===== src/rtl/sram_rw_initiator_pkg.sv =====
// Shared definitions for the SRAM RW0 initiator: FSM states, RW0 write-mode
// encodings and a helper for sizing occupancy counters.
package sram_rw_initiator_pkg;

  typedef enum logic [0:0] {
    ST_INIT  = 1'b0,
    ST_READY = 1'b1
  } state_e;

  localparam logic WMODE_READ  = 1'b0;
  localparam logic WMODE_WRITE = 1'b1;

  // Bits needed to hold a count in the range 0..depth inclusive.
  function automatic int cnt_width(input int depth);
    return $clog2(depth + 1);
  endfunction

endpackage


===== src/rtl/sram_resp_fifo.sv =====
// Small circular FIFO holding read data returned by the SRAM until the
// response consumer takes it. Head is presented combinationally.
module sram_resp_fifo
  import sram_rw_initiator_pkg::*;
#(
  parameter int DEPTH = 3,
  parameter int WIDTH = 32,
  parameter int CNT_W = cnt_width(DEPTH)
) (
  input  logic             clock,
  input  logic             reset,
  input  logic             push_i,
  input  logic [WIDTH-1:0] push_data_i,
  input  logic             pop_i,
  output logic             valid_o,
  output logic [WIDTH-1:0] head_o,
  output logic [CNT_W-1:0] count_o
);

  localparam int PTR_W = (DEPTH > 1) ? $clog2(DEPTH) : 1;
  localparam logic [PTR_W-1:0] LAST_PTR = PTR_W'(DEPTH - 1);
  localparam logic [CNT_W-1:0] FULL_CNT = CNT_W'(DEPTH);

  logic [WIDTH-1:0] mem_q [DEPTH];
  logic [PTR_W-1:0] rd_ptr_q, rd_ptr_d;
  logic [PTR_W-1:0] wr_ptr_q, wr_ptr_d;
  logic [CNT_W-1:0] count_q, count_d;
  logic             pop_ok;

  function automatic logic [PTR_W-1:0] next_ptr(input logic [PTR_W-1:0] p);
    return (p == LAST_PTR) ? '0 : p + PTR_W'(1);
  endfunction

  assign pop_ok  = pop_i && (count_q != '0);
  assign valid_o = (count_q != '0);
  assign head_o  = mem_q[rd_ptr_q];
  assign count_o = count_q;

  always_comb begin
    rd_ptr_d = pop_ok ? next_ptr(rd_ptr_q) : rd_ptr_q;
    wr_ptr_d = push_i ? next_ptr(wr_ptr_q) : wr_ptr_q;
    count_d  = count_q;
    if (push_i && !pop_ok) begin
      count_d = count_q + CNT_W'(1);
    end else if (!push_i && pop_ok) begin
      count_d = count_q - CNT_W'(1);
    end
  end

  always_ff @(posedge clock or posedge reset) begin
    if (reset) begin
      rd_ptr_q <= '0;
      wr_ptr_q <= '0;
      count_q  <= '0;
    end else begin
      rd_ptr_q <= rd_ptr_d;
      wr_ptr_q <= wr_ptr_d;
      count_q  <= count_d;
    end
  end

  // Storage needs no reset: entries are only read once count says they exist.
  always_ff @(posedge clock) begin
    if (push_i) begin
      mem_q[wr_ptr_q] <= push_data_i;
    end
  end

  count_in_range_a: assert property (@(posedge clock) disable iff (reset)
    count_q <= FULL_CNT);

  no_push_when_full_a: assert property (@(posedge clock) disable iff (reset)
    !(push_i && (count_q == FULL_CNT) && !pop_ok));

endmodule


===== src/rtl/sram_rw_initiator.sv =====
// Drives a single-port SRAM RW0 port from a request stream, returns read data
// through a credit-limited response FIFO, and zero-fills the array after reset.
module sram_rw_initiator
  import sram_rw_initiator_pkg::*;
#(
  parameter int ADDR_W     = 12,
  parameter int DATA_W     = 32,
  parameter int MASK_W     = 4,
  parameter int RESP_DEPTH = 3,
  parameter int INIT_ZERO  = 1
) (
  input  logic              clock,
  input  logic              reset,
  input  logic              req_valid,
  output logic              req_ready,
  input  logic              req_write,
  input  logic [ADDR_W-1:0] req_addr,
  input  logic [DATA_W-1:0] req_wdata,
  input  logic [MASK_W-1:0] req_wmask,
  output logic              resp_valid,
  input  logic              resp_ready,
  output logic [DATA_W-1:0] resp_rdata,
  output logic              init_busy,
  output logic [ADDR_W-1:0] RW0_addr,
  output logic              RW0_en,
  output logic              RW0_wmode,
  output logic [MASK_W-1:0] RW0_wmask,
  output logic [DATA_W-1:0] RW0_wdata,
  input  logic [DATA_W-1:0] RW0_rdata
);

  localparam int CNT_W = cnt_width(RESP_DEPTH);
  localparam state_e RESET_STATE = (INIT_ZERO != 0) ? ST_INIT : ST_READY;
  localparam logic [ADDR_W-1:0] LAST_ADDR = '1;
  localparam logic [CNT_W:0] CREDIT_LIMIT = (CNT_W + 1)'(RESP_DEPTH);

  state_e            state_q;
  logic [ADDR_W-1:0] init_cnt_q;
  logic              inflight_q;
  logic [CNT_W-1:0]  fifo_count;
  logic [CNT_W:0]    credit_used;
  logic              accept;
  logic              rd_accept;
  logic              resp_pop;

  // Reads already issued plus data waiting in the FIFO; only registered terms,
  // so resp_ready never reaches req_ready combinationally.
  assign credit_used = {1'b0, fifo_count} + (CNT_W + 1)'(inflight_q);
  assign req_ready   = !reset && (state_q == ST_READY) && (credit_used < CREDIT_LIMIT);
  assign accept      = req_valid && req_ready;
  assign rd_accept   = accept && (req_write == WMODE_READ);
  assign resp_pop    = resp_valid && resp_ready;
  assign init_busy   = (state_q == ST_INIT);

  always_ff @(posedge clock or posedge reset) begin
    if (reset) begin
      state_q    <= RESET_STATE;
      init_cnt_q <= '0;
      inflight_q <= 1'b0;
    end else begin
      inflight_q <= rd_accept;
      case (state_q)
        ST_INIT: begin
          init_cnt_q <= init_cnt_q + ADDR_W'(1);
          if (init_cnt_q == LAST_ADDR) begin
            state_q <= ST_READY;
          end
        end
        ST_READY: begin
          state_q <= ST_READY;
        end
        default: begin
          state_q <= RESET_STATE;
        end
      endcase
    end
  end

  always_comb begin
    RW0_en    = 1'b0;
    RW0_wmode = WMODE_READ;
    RW0_addr  = req_addr;
    RW0_wmask = req_wmask;
    RW0_wdata = req_wdata;
    if (!reset) begin
      if (state_q == ST_INIT) begin
        RW0_en    = 1'b1;
        RW0_wmode = WMODE_WRITE;
        RW0_addr  = init_cnt_q;
        RW0_wmask = '1;
        RW0_wdata = '0;
      end else if (accept) begin
        RW0_en    = 1'b1;
        RW0_wmode = req_write;
      end
    end
  end

  // The SRAM returns data the cycle after the read; capture is unconditional
  // because the credit check reserved a slot at accept time.
  sram_resp_fifo #(
    .DEPTH (RESP_DEPTH),
    .WIDTH (DATA_W),
    .CNT_W (CNT_W)
  ) u_resp_fifo (
    .clock       (clock),
    .reset       (reset),
    .push_i      (inflight_q),
    .push_data_i (RW0_rdata),
    .pop_i       (resp_pop),
    .valid_o     (resp_valid),
    .head_o      (resp_rdata),
    .count_o     (fifo_count)
  );

endmodule


===== config.mk =====
export PLATFORM = sky130hd
export DESIGN_NAME = sram_rw_initiator
export DESIGN_NICKNAME = d
export VERILOG_FILES = /design/src/rtl/sram_rw_initiator_pkg.sv /design/src/rtl/sram_resp_fifo.sv /design/src/rtl/sram_rw_initiator.sv
export SDC_FILE = /design/constraint.sdc
export NUM_CORES = 1
export LEC_CHECK = 0
export BUFFER_PORTS_ARGS = -buffer_cell sky130_fd_sc_hd__buf_2
export CORE_MARGIN = 3
export CORE_UTILIZATION = 56
export CTS_BUF_LIST = sky130_fd_sc_hd__clkbuf_8
export DETAILED_ROUTE_END_ITERATION = 16
export GPL_TIMING_DRIVEN = 0
export PLACE_DENSITY = 0.91
export SYNTH_ARGS = -nofsm -noshare
export SYNTH_HDL_FRONTEND = slang
export SYNTH_SLANG_ARGS = --single-unit

===== constraint.sdc =====
create_clock -name clock -period 6.2 [get_ports clock]
set_clock_uncertainty 0.1 [all_clocks]
set_input_delay 0 -clock clock [delete_from_list [all_inputs] [get_ports clock]]
set_output_delay 0 -clock clock [all_outputs]
set_load 0.02 [all_outputs]

==> results of run 1 <==
[synthesized netlist by cell type]
| cell type | instances |
|---|---|
| edfxtp_1 | 96 |
| nand2_1 | 35 |
| o21ai_0 | 33 |
| mux2i_1 | 32 |
| nor2b_1 | 32 |
| dfrtp_1 | 20 |
| mux2_2 | 13 |
| xnor2_1 | 8 |
| buf_4 | 6 |
| clkbuf_1 | 6 |
| xor2_1 | 6 |
| nand3_1 | 5 |
| nor2_1 | 5 |
| or2_2 | 5 |
| a21o_1 | 4 |
| and3_1 | 4 |
| ha_1 | 4 |
| inv_1 | 4 |
| a21oi_1 | 3 |
| buf_2 | 3 |
| buf_6 | 3 |
| nand4_1 | 2 |
| and3b_1 | 1 |
| and4_1 | 1 |
| and4b_1 | 1 |
| nand2b_1 | 1 |
| nand3b_1 | 1 |
| nand4_2 | 1 |
| nor2_2 | 1 |
| nor3_1 | 1 |
| nor3_2 | 1 |
| nor3b_1 | 1 |
| nor3b_2 | 1 |
| o21ai_1 | 1 |
[power groups by stage]
stage | Combinational, uW | Sequential (uW) | Clock, uW
floorplan | 45.2 | 861 | 0
global placement | 92.0 | 860 | 0
detailed placement | 96.1 | 860 | 0
CTS | 114 | 844 | 695
global route | 123 | 843 | 734
finish | 114 | 844 | 685
[metal layers]
| metal | up-vias | wire length (um) |
|---|---|---|
| met5 | - | 0 |
| met2 | 173 | 6070 |
| met3 | 14 | 743 |
| li1 | 1688 | - |
| met1 | 1688 | 4350 |
| met4 | 0 | 175 |
[kinds of logic (layout without fill, tap and decap cells)]
family,after synthesis,after routing,share of synthesized area (%)
DFF,116,116,68.9
and+or+nand+nor,99,99,11.0
muxes,45,45,9.51
AOI/OAI and AO/OA,41,41,4.38
buffers and inverters,22,260,2.68
xor gates and xnor gates,14,14,2.50
adders and majority gates,4,4,1.02
other,0,1,0
[final timing paths]
| kind | from | to | slack, ns | depth (start not counted) |
|---|---|---|---|---|
| min in group asynchronous | reset | init_cnt_q[6]$_DFFE_PP0N_ | 0.23 | 3 |
| worst min register to register | init_cnt_q[9]$_DFFE_PP0N_ | init_cnt_q[9]$_DFFE_PP0N_ | 0.40 | 1 |
| worst max-delay path | inflight_q$_DFF_PP0_ | inflight_q$_DFF_PP0_ | 4.02 | 6 |
| max in group asynchronous | reset | u_resp_fifo.rd_ptr_q[0]$_DFFE_PP0P_ | 5.27 | 3 |
| worst max register to register | inflight_q$_DFF_PP0_ | inflight_q$_DFF_PP0_ | 4.02 | 6 |
| worst min-delay path | req_wmask[0] | RW0_wmask[0] | 0.20 | 3 |
[worst max-delay path, cell delays in order, from the launching register on]
cell	delay, ns
dfrtp_1	0.43
ha_1	0.22
ha_1	0.26
a21oi_1	0.21
and3_1	0.22
and3b_1	0.15
dlygate4sd3_1	0.53
[cell type report]
class	instances	area, um2	area share [%]
antenna	1	2.50	0.0373
inverter	4	15.0	0.224
clock inverter	14	163	2.42
timing repair buffer	207	1260	18.8
sequential	116	3380	50.4
buffer	18	116	1.73
tap	105	131	1.96
clock buffer	17	234	3.48
multi-input combinational	203	1410	21.0
[registers in the layout (all words and copies together) (netlist names)]
signal                flops
inflight_q                1
init_cnt_q               12
state_q                   1
u_resp_fifo.count_o       2
u_resp_fifo.mem_q        96
u_resp_fifo.rd_ptr_q      2
u_resp_fifo.wr_ptr_q      2
[metrics by stage]
step | cells | power, uW | hold WS (ns) | instance area, um2 | setup WS, ns
final | 685 | 1640 | 0.204 | 6720 | 4.02
after global routing | 685 | 1700 | 0.208 | 6720 | 3.87
after CTS | 684 | 1650 | 0.205 | 6710 | 4.00
after detailed placement | 617 | 956 | 0.104 | 5960 | 4.40
after global placement | 615 | 952 | 0.0986 | 5890 | 2.90
after floorplan | 341 | 906 | -0.131 | 4910 | 3.77
==> qor.yml, run 1 <==
post-route-period-util_pct: 35.2
layout_common_cells: "buf_2, edfxtp_1, dlygate4sd3_1"
grt_use_met2_pct: 42.6
insertion_delay_ns: 0.41
seqPwrFrac_pct: 51.4
cts_made_buffers: 17
area_growth_pct: 36.8
vias_per_cell: 5.20
clockRootBuffer: "clkbuf_8"
drv_slew: 0
p_switching_uw: 349
initial_core_util_pct: 58.6
max_slew_margin_pct: 45.9
hold_viol: 0
die_x_um: 99.6
htreeDepth: 4
numPortBuffers: 169
n_fill_cell: 495
grt_remaining_overflow: 0
synth_area_per_cell_um2: 14.4
critPathLaunchType: "register"
clockBufferDepth: 2
cap_violations: 0
top_usage_layer: "met2"
grt_max_degree: 33
fin_crit_ns: 2.18
power.density_nw_per_um2: 245
syn_inst: 341
grt_pass1_wl_um: 17900
grtUsageTotal_pct: 23.7
die_area_um2: 9920
antenna_found_initial: 1
fin_util_pct: 80.1
tritoncts: "built"
synth_nets: 430
p_int_uw: 1290
synth_cell_types: 34
drtAntennaViolNets: 0
cts_setup_buffers: 0
synth_area_um2: 4910
outcome: "complete, no violations"
gp_congestion: 0.848
crit_type: "reg -> reg"
synth-seq-cells: 116
cp_data_arrival_time_ns: 2.43
layout-drive-gt1-share_pct: 41.3
grt_pass1_vias: 3741
core_um2: 8380
ys_seq_area_share_pct: 68.9
fin_nets: 656
dieHeight_um: 99.6
synth_top_cells_by_area: "edfxtp_1, dfrtp_1, mux2i_1"
holdBufCountCts: 36
wl_per_cell_um: 16.6
worstHoldPathType: "in -> out"
drt-initial-drc-count: 199
placementRows: 33
cts_resized: 0
peakVddDrop_mv: 0.128
use_met1_pct: 26.7
path_clk_slew_ns: 0.06
first_pass_iters: 4
worst_slew_pin_slew_ns: 0.811
rsz0062_at_grt: "no"
setup_viol: 0
ys_warn_count: 0
yosys.area.top_type: "edfxtp_1"
dpl.hpwl_um: 7700
combPwrFrac_pct: 6.9
num_vias: 3563
cts_sinks: 116
max_freq_mhz: 458
routed_wirelength_um: 11300
p_leak_uw: 0.00275
tns_ns: 0
synth.top_cell.area_share_pct: 58.7
swShare_pct: 21.3
cp.required_ns: 6.45
critPathMaxFanout: 5
endpoint_kind: "register"
met3_usage_pct: 6.59
layout_commonest_cell: "buf_2"
route.detailed.drc: 0
power.share.clock_pct: 41.7
num_io_pins: 170
(Power assumes the default switching activity.)
==> inputs of run 2 (changes only) <==
--- a/config.mk
+++ b/config.mk
@@ -7,11 +7,11 @@
 export LEC_CHECK = 0
 export BUFFER_PORTS_ARGS = -buffer_cell sky130_fd_sc_hd__buf_2
 export CORE_MARGIN = 3
-export CORE_UTILIZATION = 56
+export CORE_UTILIZATION = 47
 export CTS_BUF_LIST = sky130_fd_sc_hd__clkbuf_8
 export DETAILED_ROUTE_END_ITERATION = 16
 export GPL_TIMING_DRIVEN = 0
-export PLACE_DENSITY = 0.91
+export PLACE_DENSITY = 0.82
 export SYNTH_ARGS = -nofsm -noshare
 export SYNTH_HDL_FRONTEND = slang
 export SYNTH_SLANG_ARGS = --single-unit
==> constraint.sdc (replaced) <==
create_clock -name clock -period 1.8 [get_ports clock]
set_clock_uncertainty 0.1 [all_clocks]
set_input_delay 0 -clock clock [delete_from_list [all_inputs] [get_ports clock]]
set_output_delay 0 -clock clock [all_outputs]
set_load 0.02 [all_outputs]
==> qor.yml, run 2 (synthesis results as in run 1) <==
critPathMaxFanout: 3  # -2
drv_slew: 0  # unchanged
worstHoldPathType: "in -> reg"
violations: "negative setup slack"
layout-drive-gt1-share_pct: 44.9  # +3.6 points
cp_cell_sequence: "ha_2, ha_4, a21oi_4, buf_4, a21oi_2, nor2_1, buf_4"
core_um2: 9950  # +19%
vias_per_cell: 5.01  # -3.6%
cp_data_arrival_time_ns: 1.85  # -0.58 ns
outcome: "finished, violations left"
path_clk_slew_ns: 0.07  # about the same
min_path_cells: 4  # +1
wl_per_cell_um: 16.5  # -0.59%
cts_sinks: 116  # unchanged
max_slew_margin_pct: 35.9  # -10 points
dpl.hpwl_um: 7830  # +1.7%
cpMaxStageDelayCell: "dfrtp_1"
critPathLaunchType: "register"
tns_ns: -1.11  # -1.11 ns
grt_pass1_wl_um: 18200  # +1.7%
dp_cells: 645  # +4.5%
cpPeakStageDelay_ns: 0.39  # -0.14 ns
grt_max_degree: 33  # unchanged
hold_viol: 0  # unchanged
clockRootBuffer: "clkbuf_8"
p_leak_uw: 0.00291  # +5.9%
die_area_um2: 11700  # +18%
drtAntennaViolNets: 0  # unchanged
fin_nets: 669  # +2.0%
post-route-period-util_pct: 109
grt_pass1_vias: 3856  # +3.1%
numPortBuffers: 169  # unchanged
cp.required_ns: 1.70  # -4.75 ns
route.detailed.drc: 0  # unchanged
drt-initial-drc-count: 136  # -32%
endpoint_kind: "primary output"
path_common_cell: "buf_4"
hold_ws_ns: 0.0884  # -0.115 ns
max_freq_mhz: 512
finalNonFillerCells: 726  # +6.0%
layout_common_cells: "buf_2, edfxtp_1, dlygate4sd3_1"
cts_made_buffers: 17  # unchanged
layout_commonest_cell: "buf_2"
num_vias: 3639  # +2.1%
first_pass_iters: 4  # unchanged
insertion_delay_ns: 0.43  # +0.02 ns
reg_top3: "u_resp_fifo.mem_q (96), init_cnt_q (12)"
routed_wirelength_um: 11900  # +5.4%
placementRows: 36  # +9.1%
regMostFlops: "u_resp_fifo.mem_q"
antenna_found_initial: 0  # -1
tritoncts: "built"
htreeDepth: 4  # unchanged
clockBufferDepth: 2  # unchanged
grtUsageTotal_pct: 20.9  # -2.9 points
grt_remaining_overflow: 0  # unchanged
ff2ff_path_depth: 6  # unchanged
r2r_slack_ns: 0.19  # -3.83 ns
fin_crit_ns: 1.95
area_growth_pct: 44.6
num_antenna_cells: 0  # -1
largest_register_ffs: 96  # unchanged
worst_slew_pin_slew_ns: 0.958  # +0.146 ns
dieHeight_um: 108  # +8.6%
die_x_um: 108  # +8.6%
num_io_pins: 170  # unchanged
rsz0062_at_grt: "yes"
cap_violations: 0  # unchanged
finalWorstSetupSlack_ns: -0.155  # -4.17 ns
setup_viol: 16  # +16
power.density_nw_per_um2: 814  # +230%
crit_type: "reg -> out"
peakVddDrop_mv: 0.531  # +310%
gp_congestion: 0.831  # -2.0%
initial_core_util_pct: 49.3  # -9.3 points
## run 2: final timing paths
kind,startpoint,end
min reg2reg,u_resp_fifo.wr_ptr_q[1]$_DFFE_PP0P_,u_resp_fifo.wr_ptr_q[1]$_DFFE_PP0P_
min,reset,inflight_q$_DFF_PP0_
max reg2reg,u_resp_fifo.count_o[0]$_DFFE_PP0P_,inflight_q$_DFF_PP0_
max,u_resp_fifo.count_o[0]$_DFFE_PP0P_,RW0_en
min in group asynchronous,reset,init_cnt_q[2]$_DFFE_PP0N_
max in group asynchronous,reset,u_resp_fifo.rd_ptr_q[0]$_DFFE_PP0P_
## run 2: cell type report
cell class,instances,area (um2)
flip-flops and latches,116,3380
fillers,685,2860
multi-input cells,203,1480
repair buffers,220,1460
clock buffers,17,234
plain buffers,18,180
clock inverters,15,179
well taps,133,166
inverters,4,15.0
## run 2: repair_timing
action / CTS / global route
pin swaps: 6 / 1
cloned: 1 / 0
endpoints found under the hold margin: 119 / 0
hold buffers: 36 / 0
buffers inserted: 8 / 4
setup endpoints to repair: 94 / 85
gates resized for setup: 33 / 52
## run 2: metal layers
layer	routed length (um)	GRT usage, %
met4	183	7.30
met1	4390	21.6
met2	6560	39.2
met3	818	6.93
met5	0	0
## run 2: power by group
part | switching, uW | internal, uW | leakage [uW]
Clock | 1060 | 1380 | 0.000217
Sequential | 0 | 2910 | 0.00113
Combinational | 204 | 226 | 0.00157
## run 2: through the flow
stage,setup slack (ns),power (uW),util [%],instance area [um2]
after CTS,-0.126,5820,69.7,6940
final,-0.155,5780,71.3,7100
after global placement,-0.679,3280,59.5,5930
after global routing,-0.236,6000,71.3,7100
after detailed placement,0.00696,3290,60.2,5990
after floorplan,-0.107,3120,-,4910
## run 2: worst max-delay path: cells and delay by family, from the launching register on
| kind | cells | cell delay, ns |
|---|---|---|
| AND/OR/NAND/NOR | 1 | 0.12 |
| adder cells (fa/ha/maj) | 2 | 0.43 |
| AO/OA/AOI/OAI | 2 | 0.21 |
| flip-flops | 1 | 0.39 |
| buffers and inverters | 2 | 0.29 |
